$ cat config.mk
export PLATFORM = sky130hd
export DESIGN_NAME = lsu_mem_bridge
export DESIGN_NICKNAME = d
export VERILOG_FILES = /design/src/rtl/riscv_pkg.sv /design/src/rtl/lsu_bridge_timeout.sv /design/src/rtl/lsu_mem_bridge.sv
export SDC_FILE = /design/constraint.sdc
export NUM_CORES = 1
export LEC_CHECK = 0
export ABC_AREA = 0
export BUFFER_PORTS_ARGS = -buffer_cell sky130_fd_sc_hd__buf_2
export CAP_MARGIN = 40
export CORE_MARGIN = 8
export CORE_UTILIZATION = 49
export CTS_CLUSTER_DIAMETER = 50
export DETAILED_ROUTE_END_ITERATION = 10
export GPL_ROUTABILITY_DRIVEN = 0
export HOLD_SLACK_MARGIN = 0.08
export PLACE_DENSITY = 0.88
export SLEW_MARGIN = 20
export SYNTH_ARGS = -nofsm -noshare
export SYNTH_HDL_FRONTEND = slang
export SYNTH_HIERARCHICAL = 1
export SYNTH_SLANG_ARGS = --single-unit
$ cat constraint.sdc
create_clock -name clk_i -period 2.7 [get_ports clk_i]
set_input_delay 0.27 -clock clk_i [delete_from_list [all_inputs] [get_ports clk_i]]
set_output_delay 0.27 -clock clk_i [all_outputs]
set_load 0.02 [all_outputs]
$ cat src/rtl/riscv_pkg.sv
// Shared RISC-V core types: data-memory request/response records and the
// LSU memory-bridge state encoding.
package riscv_pkg;

  localparam int XLEN = 32;

  typedef struct packed {
    logic              we;
    logic [XLEN-1:0]   addr;
    logic [XLEN-1:0]   wdata;
    logic [XLEN/8-1:0] wstrb;
  } dmem_req_t;

  typedef struct packed {
    logic [XLEN-1:0] rdata;
    logic            err;
  } dmem_rsp_t;

  typedef enum logic [1:0] {
    IDLE = 2'd0,
    REQ  = 2'd1,
    RSP  = 2'd2,
    DONE = 2'd3
  } lsu_bridge_state_e;

endpackage

$ cat src/rtl/lsu_bridge_timeout.sv
// Bus-wait watchdog for the LSU memory bridge: clears when a request is
// issued, counts while the bridge waits, flags expiry on the last allowed cycle.
module lsu_bridge_timeout #(
  parameter int TIMEOUT_CYCLES = 255
) (
  input  logic clk_i,
  input  logic rst_ni,
  input  logic clear_i,
  input  logic run_i,
  output logic expired_o
);

  localparam int CW = $clog2(TIMEOUT_CYCLES + 1);
  localparam logic [CW-1:0] LAST = CW'(TIMEOUT_CYCLES - 1);

  logic [CW-1:0] cnt_q, cnt_d;

  always_comb begin
    cnt_d = cnt_q;
    if (clear_i) begin
      cnt_d = '0;
    end else if (run_i && (cnt_q != LAST)) begin
      cnt_d = cnt_q + 1'b1;
    end
  end

  always_ff @(posedge clk_i) begin
    if (!rst_ni) begin
      cnt_q <= '0;
    end else begin
      cnt_q <= cnt_d;
    end
  end

  assign expired_o = run_i && (cnt_q == LAST);

endmodule

$ cat src/rtl/lsu_mem_bridge.sv
// LSU-to-data-bus bridge: turns single-cycle LSU strobes into a valid/ready
// request plus response. Optional bus watchdog under LSU_BRIDGE_TIMEOUT_EN.
module lsu_mem_bridge
  import riscv_pkg::*;
#(
  parameter int XLEN           = riscv_pkg::XLEN,
  parameter int TIMEOUT_CYCLES = 255
) (
  input  logic              clk_i,
  input  logic              rst_ni,
  input  logic              lsu_re_i,
  input  logic              lsu_we_i,
  input  logic [XLEN-1:0]   lsu_addr_i,
  input  logic [XLEN-1:0]   lsu_wdata_i,
  input  logic [XLEN/8-1:0] lsu_wstrb_i,
  output logic [XLEN-1:0]   lsu_rdata_o,
  output logic              lsu_stall_o,
  output logic              lsu_done_o,
  output logic              lsu_err_o,
  output logic              bus_req_valid_o,
  input  logic              bus_req_ready_i,
  output logic              bus_req_we_o,
  output logic [XLEN-1:0]   bus_req_addr_o,
  output logic [XLEN-1:0]   bus_req_wdata_o,
  output logic [XLEN/8-1:0] bus_req_wstrb_o,
  input  logic              bus_rsp_valid_i,
  input  logic [XLEN-1:0]   bus_rsp_rdata_i,
  input  logic              bus_rsp_err_i
);

  // Bus handshake: a request transfers in the cycle bus_req_valid_o and
  // bus_req_ready_i are both high; its fields hold steady until then. The
  // response side has no ready: bus_rsp_valid_i is taken only while in RSP.

  lsu_bridge_state_e state_q;
  dmem_req_t         req_q;
  logic              valid_q;
  logic [XLEN-1:0]   rdata_q;
  logic              done_q;
  logic              err_q;
  logic              expired;
  logic              issue;

  assign issue = (state_q == IDLE) && (lsu_re_i ^ lsu_we_i);

`ifdef LSU_BRIDGE_TIMEOUT_EN
  lsu_bridge_timeout #(
    .TIMEOUT_CYCLES(TIMEOUT_CYCLES)
  ) u_timeout (
    .clk_i     (clk_i),
    .rst_ni    (rst_ni),
    .clear_i   (issue),
    .run_i     ((state_q == REQ) || (state_q == RSP)),
    .expired_o (expired)
  );
`else
  logic unused_timeout;
  assign unused_timeout = ^TIMEOUT_CYCLES;
  assign expired        = 1'b0;
`endif

  always_ff @(posedge clk_i) begin
    if (!rst_ni) begin
      state_q <= IDLE;
      req_q   <= '0;
      valid_q <= 1'b0;
      rdata_q <= '0;
      done_q  <= 1'b0;
      err_q   <= 1'b0;
    end else begin
      done_q <= 1'b0;
      err_q  <= 1'b0;
      unique case (state_q)
        IDLE: begin
          if (issue) begin
            req_q.we    <= lsu_we_i;
            req_q.addr  <= lsu_addr_i;
            req_q.wdata <= lsu_wdata_i;
            req_q.wstrb <= lsu_we_i ? lsu_wstrb_i : '0;
            valid_q     <= 1'b1;
            state_q     <= REQ;
          end else if (lsu_re_i && lsu_we_i) begin
            // Simultaneous read and write is malformed: fault without touching the bus.
            done_q  <= 1'b1;
            err_q   <= 1'b1;
            state_q <= DONE;
          end
        end
        REQ: begin
          if (expired) begin
            valid_q <= 1'b0;
            done_q  <= 1'b1;
            err_q   <= 1'b1;
            state_q <= DONE;
          end else if (bus_req_ready_i) begin
            valid_q <= 1'b0;
            state_q <= RSP;
          end
        end
        RSP: begin
          if (expired) begin
            done_q  <= 1'b1;
            err_q   <= 1'b1;
            state_q <= DONE;
          end else if (bus_rsp_valid_i) begin
            if (!req_q.we && !bus_rsp_err_i) begin
              rdata_q <= bus_rsp_rdata_i;
            end
            done_q  <= 1'b1;
            err_q   <= bus_rsp_err_i;
            state_q <= DONE;
          end
        end
        DONE: begin
          state_q <= IDLE;
        end
        default: begin
          state_q <= IDLE;
        end
      endcase
    end
  end

  // Stall is the only combinational input-to-output path; it drops in DONE so
  // the pipeline advances exactly once per access.
  assign lsu_stall_o = ((state_q == IDLE) && (lsu_re_i || lsu_we_i)) ||
                       (state_q == REQ) || (state_q == RSP);

  assign lsu_rdata_o     = rdata_q;
  assign lsu_done_o      = done_q;
  assign lsu_err_o       = err_q;
  assign bus_req_valid_o = valid_q;
  assign bus_req_we_o    = req_q.we;
  assign bus_req_addr_o  = req_q.addr;
  assign bus_req_wdata_o = req_q.wdata;
  assign bus_req_wstrb_o = req_q.wstrb;

endmodule
==> impl_metrics.env, run 1 <==
export IMPL_syn_area_per_cell_um2=8.59
export IMPL_die_area_um2=11600
export IMPL_drt_pass1_iterations=6
export IMPL_synth_top_cell_area_share=0.515
export IMPL_wl_per_cell_um=14.5
export IMPL_grt_util_all_layers=0.188
export IMPL_worst_pin_slew_ns=0.652
export IMPL_crit_path_max_fanout=8
export IMPL_clk_pin_slew_ns=0.11
export IMPL_fin_crit_sh=0.674
export IMPL_io_buffers=211
export IMPL_multi_input_area_um2=1770
export IMPL_ys_types=24
export IMPL_htreeDepth=3
export IMPL_synth_area_leaders="dfxtp_1, nand2_1, a21boi_0"
export IMPL_fin_cells=782
export IMPL_grt_pass1_vias=3768
export IMPL_maxCapViolCount=0
export IMPL_max_vdd_ir_drop_uv=480
export IMPL_die_w_um=108
export IMPL_post_dp_cell_area_um2=5170
export IMPL_synthToLayoutAreaGrowth_pct=29.6
export IMPL_die_h_um=108
export IMPL_synth_ff_type="dfxtp_1"
export IMPL_post_route_min_period_ns=1.82
export IMPL_synth_seq_cells=106
export IMPL_cts_tree="yes"
export IMPL_critPathKind="reg -> out"
export IMPL_layout_setup_ws_ns=0.881
export IMPL_yosys_area_top_type="dfxtp_1"
export IMPL_routed_wl_mm=11.4
export IMPL_viasPerCell=4.87
export IMPL_nFillCells=692
export IMPL_num_vias=3807
export IMPL_drcViolationCount=0
export IMPL_dp_hpwl_mm=8.69
export IMPL_clock_latency_ns=0.36
export IMPL_powerDensity_nw_per_um2=777
export IMPL_setup_viol=0
export IMPL_fin_area_um2=5350
export IMPL_status="finished, final reports clean"
export IMPL_grt_overflow=0
export IMPL_coreArea_um2=8180
export IMPL_syn_cell_area_um2=4120
export IMPL_tns_ns=0
export IMPL_power_w=0.00415
export IMPL_synthCells=480
export IMPL_fin_nets=785
export IMPL_ctsLongestPathBuffers=2
export IMPL_clock_skew_ns=0.0134
export IMPL_min_path_type="in -> reg"
export IMPL_synth_async_sr_flop_share=0
export IMPL_num_rows=33
export IMPL_cp_end_kind="output port"
export IMPL_final_max_slew_violation_count=0
export IMPL_cp_required_ns=2.43
export IMPL_grt_max_degree=64
export IMPL_dp_cells=766
export IMPL_startpoint_type="flop"
export IMPL_ys_warnings_count=6
export IMPL_place_ws_ns=0.779
export IMPL_hold_viol=0
export IMPL_grt_setup_unrepaired="false"
export IMPL_synth_net_count=593
export IMPL_cellLeakagePower_nw=2.51
export IMPL_cts_made_buffers=9
export IMPL_io_pins=212
export IMPL_mostFrequentLayoutCells="buf_2, nand2_1, dfxtp_1, a21boi_0, a21boi_1"
export IMPL_antenna_found_initial=0
export IMPL_postCtsSetupRepairBufs=0
export IMPL_cts_root_buf="clkbuf_8"
export IMPL_hold_buffers=0
export IMPL_slew_headroom=0.565
export IMPL_cts_resized_gates=0
export IMPL_synth_edf_count=0
export IMPL_cts_num_sinks=106
export IMPL_drt_iter0_drc=106
export IMPL_final_common_cell="buf_2"
export IMPL_drive_gt1_frac=0.346
export IMPL_antenna_cells=0
export IMPL_yosysSeqAreaShare=0.515
export IMPL_seq_area_um2=2120
export IMPL_grt_pass1_wl_mm=17.7
export IMPL_critical_path_arrival_ns=1.55
export IMPL_start_util=0.504
export IMPL_fmax_mhz=550
export IMPL_ant_nets=0
[cell usage after synthesis (2+ instances only)]
cell type / number
buf_2: 10
nor2b_1: 3
nand2_1: 202
buf_6: 6
o311a_1: 2
ha_1: 6
clkbuf_1: 11
inv_1: 5
a21boi_0: 63
buf_4: 8
nand3_1: 5
a21boi_1: 40
dfxtp_1: 106
o21ai_0: 2
o31ai_1: 2
[layout make-up]
class | instances | share of cell area
Clock buffer | 10 | 0.0239
Tap cell | 105 | 0.0246
Sequential cell | 106 | 0.397
Clock inverter | 6 | 0.00936
Multi-Input combinational cell | 334 | 0.330
Inverter | 5 | 0.00351
Timing Repair Buffer | 216 | 0.212
[logic make-up (layout without fill, tap and decap cells)]
group                    Yosys count  count (layout)  share of synthesized area
AND/OR/NAND/NOR                  218             218                      0.209
flip-flops                       106             106                      0.515
AO/OA/AOI/OAI                    110             110                      0.201
adder cells (fa/ha/maj)            6               6                     0.0182
buffers and inverters             40             237                     0.0576
[sequential cells by signal (all words and copies together), names as in the netlist]
signal and cells:
bus_req_wstrb_o 4, lsu_done_o 1, bus_req_addr_o 32, lsu_rdata_o 32, lsu_err_o 1, bus_req_we_o 1
bus_req_wdata_o 32, state_q 2, bus_req_valid_o 1
[where the power goes]
| part | switching, W | internal [W] |
|---|---|---|
| Clock | 0.000536 | 0.000346 |
| Sequential | 0.000107 | 0.00179 |
| Combinational | 0.000899 | 0.000478 |
| Total | 0.00154 | 0.00261 |
[per-stage QoR]
step / utilization / hold slack (ns)
2_1_floorplan: - / 0.405
3_3_place_gp: 0.632 / 0.437
3_5_place_dp: 0.632 / 0.444
4_1_cts: 0.654 / 0.116
5_1_grt: 0.654 / 0.116
6_report: 0.654 / 0.134
[metal layers]
layer  routed length [um]  GRT usage  share of wire  vias up
li1                     -          -              -     1924
met3                  934     0.0605          0.082       21
met4                  238     0.0783          0.021        0
met1                 4300      0.194           0.38     1739
met2                 5890      0.340           0.52      123
met5                    0          0              0        -
[critical path, stage by stage (launching register included)]
cell	delay [ns]
dfxtp_1	0.34
inv_1	0.10
ha_1	0.30
inv_1	0.08
o21ai_0	0.17
buf_2	0.20
[path summary, 6_finish.rpt]
path	from	to	slack (ns)	cells past startpoint
setup / recovery	state_q[0]$_SDFFE_PN0P_	lsu_stall_o	0.88	5
hold / removal	bus_rsp_rdata_i[1]	lsu_rdata_o[1]$_SDFFE_PN0P_	0.13	3
setup reg to reg	state_q[0]$_SDFFE_PN0P_	bus_req_wstrb_o[3]$_SDFFE_PN0P_	0.88	6
hold reg to reg	lsu_rdata_o[27]$_SDFFE_PN0P_	lsu_rdata_o[27]$_SDFFE_PN0P_	0.46	2
No activity file was read; power rests on OpenSTA's default activity.
==> run 2, diff against run 1 <==
ABC_AREA = 1   (was 0)
CORE_UTILIZATION = 44   (was 49)
PLACE_DENSITY = 0.82   (was 0.88)
clock period = 1.77 ns   (was 2.7 ns; I/O delays follow)
==> impl_metrics.env, run 2 <==
export IMPL_synthCells=494
export IMPL_ctsLongestPathBuffers=2
export IMPL_grt_pass1_wl_mm=21.4
export IMPL_fmax_mhz=598
export IMPL_routed_wl_mm=13.5
export IMPL_clk_pin_slew_ns=0.09
export IMPL_worstHoldStart="lsu_addr_i[15]"
export IMPL_synth_common_cells="nor2_1, dfxtp_1, o21ai_0, nand2_1, a21oi_1"
export IMPL_max_vdd_ir_drop_uv=655
export IMPL_worst_pin_slew_ns=0.537
export IMPL_drt_iter0_drc=371
export IMPL_cpPeakStageDelay_ns=0.37
export IMPL_dp_hpwl_mm=8.83
export IMPL_syn_cell_area_um2=3940
export IMPL_htreeDepth=3
export IMPL_synth_seq_cells=106
export IMPL_ys_warnings_count=6
export IMPL_die_area_um2=12200
export IMPL_critical_path_arrival_ns=1.49
export IMPL_hold_viol=0
export IMPL_final_common_cell="buf_2"
export IMPL_setup_viol=0
export IMPL_die_w_um=111
export IMPL_mostFrequentLayoutCells="buf_2, nor2_1, dfxtp_1, dlygate4sd3_1, o21ai_0"
export IMPL_synthToLayoutAreaGrowth_pct=52.0
export IMPL_cts_num_sinks=106
export IMPL_slowest_stage="dfxtp_1"
export IMPL_fin_crit_sh=0.944
export IMPL_ant_nets=0
export IMPL_drcViolationCount=0
export IMPL_cts_made_buffers=9
export IMPL_synth_top_cell_area_share=0.539
export IMPL_cp_required_ns=1.59
export IMPL_status="finished, final reports clean"
export IMPL_path_cells="inv_1 > ha_1 > buf_4 > nor2_1 > o21ai_0 > buf_2"
export IMPL_critPathKind="reg -> out"
export IMPL_yosysSeqAreaShare=0.539
export IMPL_drt_pass1_iterations=5
export IMPL_drive_gt1_frac=0.317
export IMPL_grt_util_all_layers=0.207
export IMPL_cp_end_kind="output port"
export IMPL_clock_skew_ns=0.0204
export IMPL_reg2reg_slack_ns=0.23
export IMPL_critPathBufInv=3
export IMPL_fin_hold_ws_ns=0.0865
export IMPL_nFillCells=666
export IMPL_synth_net_count=607
export IMPL_final_max_slew_violation_count=0
export IMPL_synth_area_leaders="dfxtp_1, nor2_1, o21ai_0"
export IMPL_ys_types=21
export IMPL_grt_pass1_vias=4380
export IMPL_coreArea_um2=8720
export IMPL_hold_path_cell_count=3
export IMPL_crit_path_max_fanout=4
export IMPL_yosys_area_top_type="dfxtp_1"
export IMPL_io_pins=212
export IMPL_worstSetupStartpoint="state_q[0]$_SDFFE_PN0P_"
export IMPL_min_path_type="in -> reg"
export IMPL_min_to="bus_req_addr_o[15]$_SDFFE_PN0P_"
export IMPL_maxCapViolCount=0
export IMPL_cellLeakagePower_nw=2.88
export IMPL_fin_area_um2=5980
export IMPL_grt_max_degree=67
export IMPL_cts_tree="yes"
export IMPL_powerDensity_nw_per_um2=1310
export IMPL_viasPerCell=5.05
export IMPL_synth_edf_count=0
export IMPL_die_h_um=111
export IMPL_m1WireLength_mm=5.17
export IMPL_wl_met2_mm=6.62
export IMPL_r2r_cells=8
export IMPL_grt_overflow=0
export IMPL_syn_area_per_cell_um2=7.97
export IMPL_reg2reg_from="state_q[0]$_SDFFE_PN0P_"
export IMPL_antenna_found_initial=2
export IMPL_num_rows=34
export IMPL_post_route_min_period_ns=1.67
export IMPL_highest_layer="met4"
export IMPL_io_buffers=211
export IMPL_yosysMostFrequentCell="nor2_1"
export IMPL_cts_root_buf="clkbuf_8"
export IMPL_synth_async_sr_flop_share=0
export IMPL_slew_headroom=0.642
export IMPL_synth_ff_type="dfxtp_1"
export IMPL_route_met3_wl_mm=1.39
export IMPL_worstReg2RegEnd="lsu_rdata_o[30]$_SDFFE_PN0P_"
export IMPL_start_util=0.451
export IMPL_fin_nets=877
export IMPL_startpoint_type="flop"
export IMPL_cp_top_family="buffers and inverters"
export IMPL_num_vias=4439
export IMPL_post_dp_cell_area_um2=5030
export IMPL_clock_latency_ns=0.36
export IMPL_wl_per_cell_um=15.3
[run 2: cell count changes in the layout (fill, tap and decap cells not counted), moves of 41 or more]
cell | before | now
a21boi_0 | 63 | 0
dlygate4sd3_1 | 0 | 72
o21ai_0 | 2 | 60
nand2_1 | 202 | 51
nor2_1 | 1 | 135
a21oi_1 | 0 | 41
[run 2: worst min-delay path: stages]
cell	delay, ns
buf_2	0.07
o21ai_0	0.07
nor2_1	0.08
[run 2: what timing repair did]
action,in CTS,in global routing
gates resized for setup,0,1
hold endpoints to repair,70,2
hold buffers,70,2
endpoints found under the setup margin,0,1
setup buffers,0,0
[run 2: metrics by stage]
step | power (W) | cells | setup slack, ns | util | TNS (ns)
6_report | 0.00784 | 879 | 0.0985 | 0.686 | 0
5_1_grt | 0.00835 | 879 | -0.0116 | 0.686 | -0.0116
4_1_cts | 0.00786 | 875 | 0.0361 | 0.683 | 0
3_5_place_dp | 0.00609 | 789 | 0.198 | 0.577 | 0
3_3_place_gp | 0.00597 | 789 | 0.284 | 0.577 | 0
2_1_floorplan | 0.00513 | 494 | 0.417 | - | 0
[run 2: power by group]
part,internal [W],total (W),switching (W)
logic,0.00109,0.00303,0.00194
registers,0.00288,0.00315,0.000270
clock network,0.000819,0.00165,0.000836
[run 2: final cells by class]
cell class | instances | area, um^2 | share of cell area
clock buffer | 10 | 128 | 0.0213
timing repair buffer | 293 | 1890 | 0.316
clock inverter | 6 | 97.6 | 0.0163
sequential | 106 | 2120 | 0.355
tap | 108 | 135 | 0.0226
inverter | 14 | 57.6 | 0.00962
multi-input combinational | 340 | 1550 | 0.259
antenna | 2 | 5.00 | 0.000837
[run 2: kinds of logic (layout without fill, tap and decap cells)]
kind of cell / after synthesis / after routing / share of synthesized area
AOI/OAI and AO/OA: 108 / 108 / 0.137
adders and majority gates: 6 / 6 / 0.0191
buffers and inverters: 48 / 323 / 0.0683
DFF: 106 / 106 / 0.539
other: 0 / 2 / 0
and+or+nand+nor: 226 / 226 / 0.236
[run 2: how the worst max path moves through the flow]
stage / endpoint / cells after the start
finish: lsu_stall_o / 6
global route: lsu_stall_o / 6
CTS: lsu_stall_o / 5
detailed placement: bus_req_addr_o[31]$_SDFFE_PN0P_ / 7
global placement: bus_req_addr_o[27]$_SDFFE_PN0P_ / 8
floorplan: lsu_stall_o / 5
[run 2: metal layers]
layer,up-vias,global-route usage
li1,2139,-
met1,2028,0.227
met2,239,0.357
met3,33,0.0785
met4,0,0.0721
met5,-,0
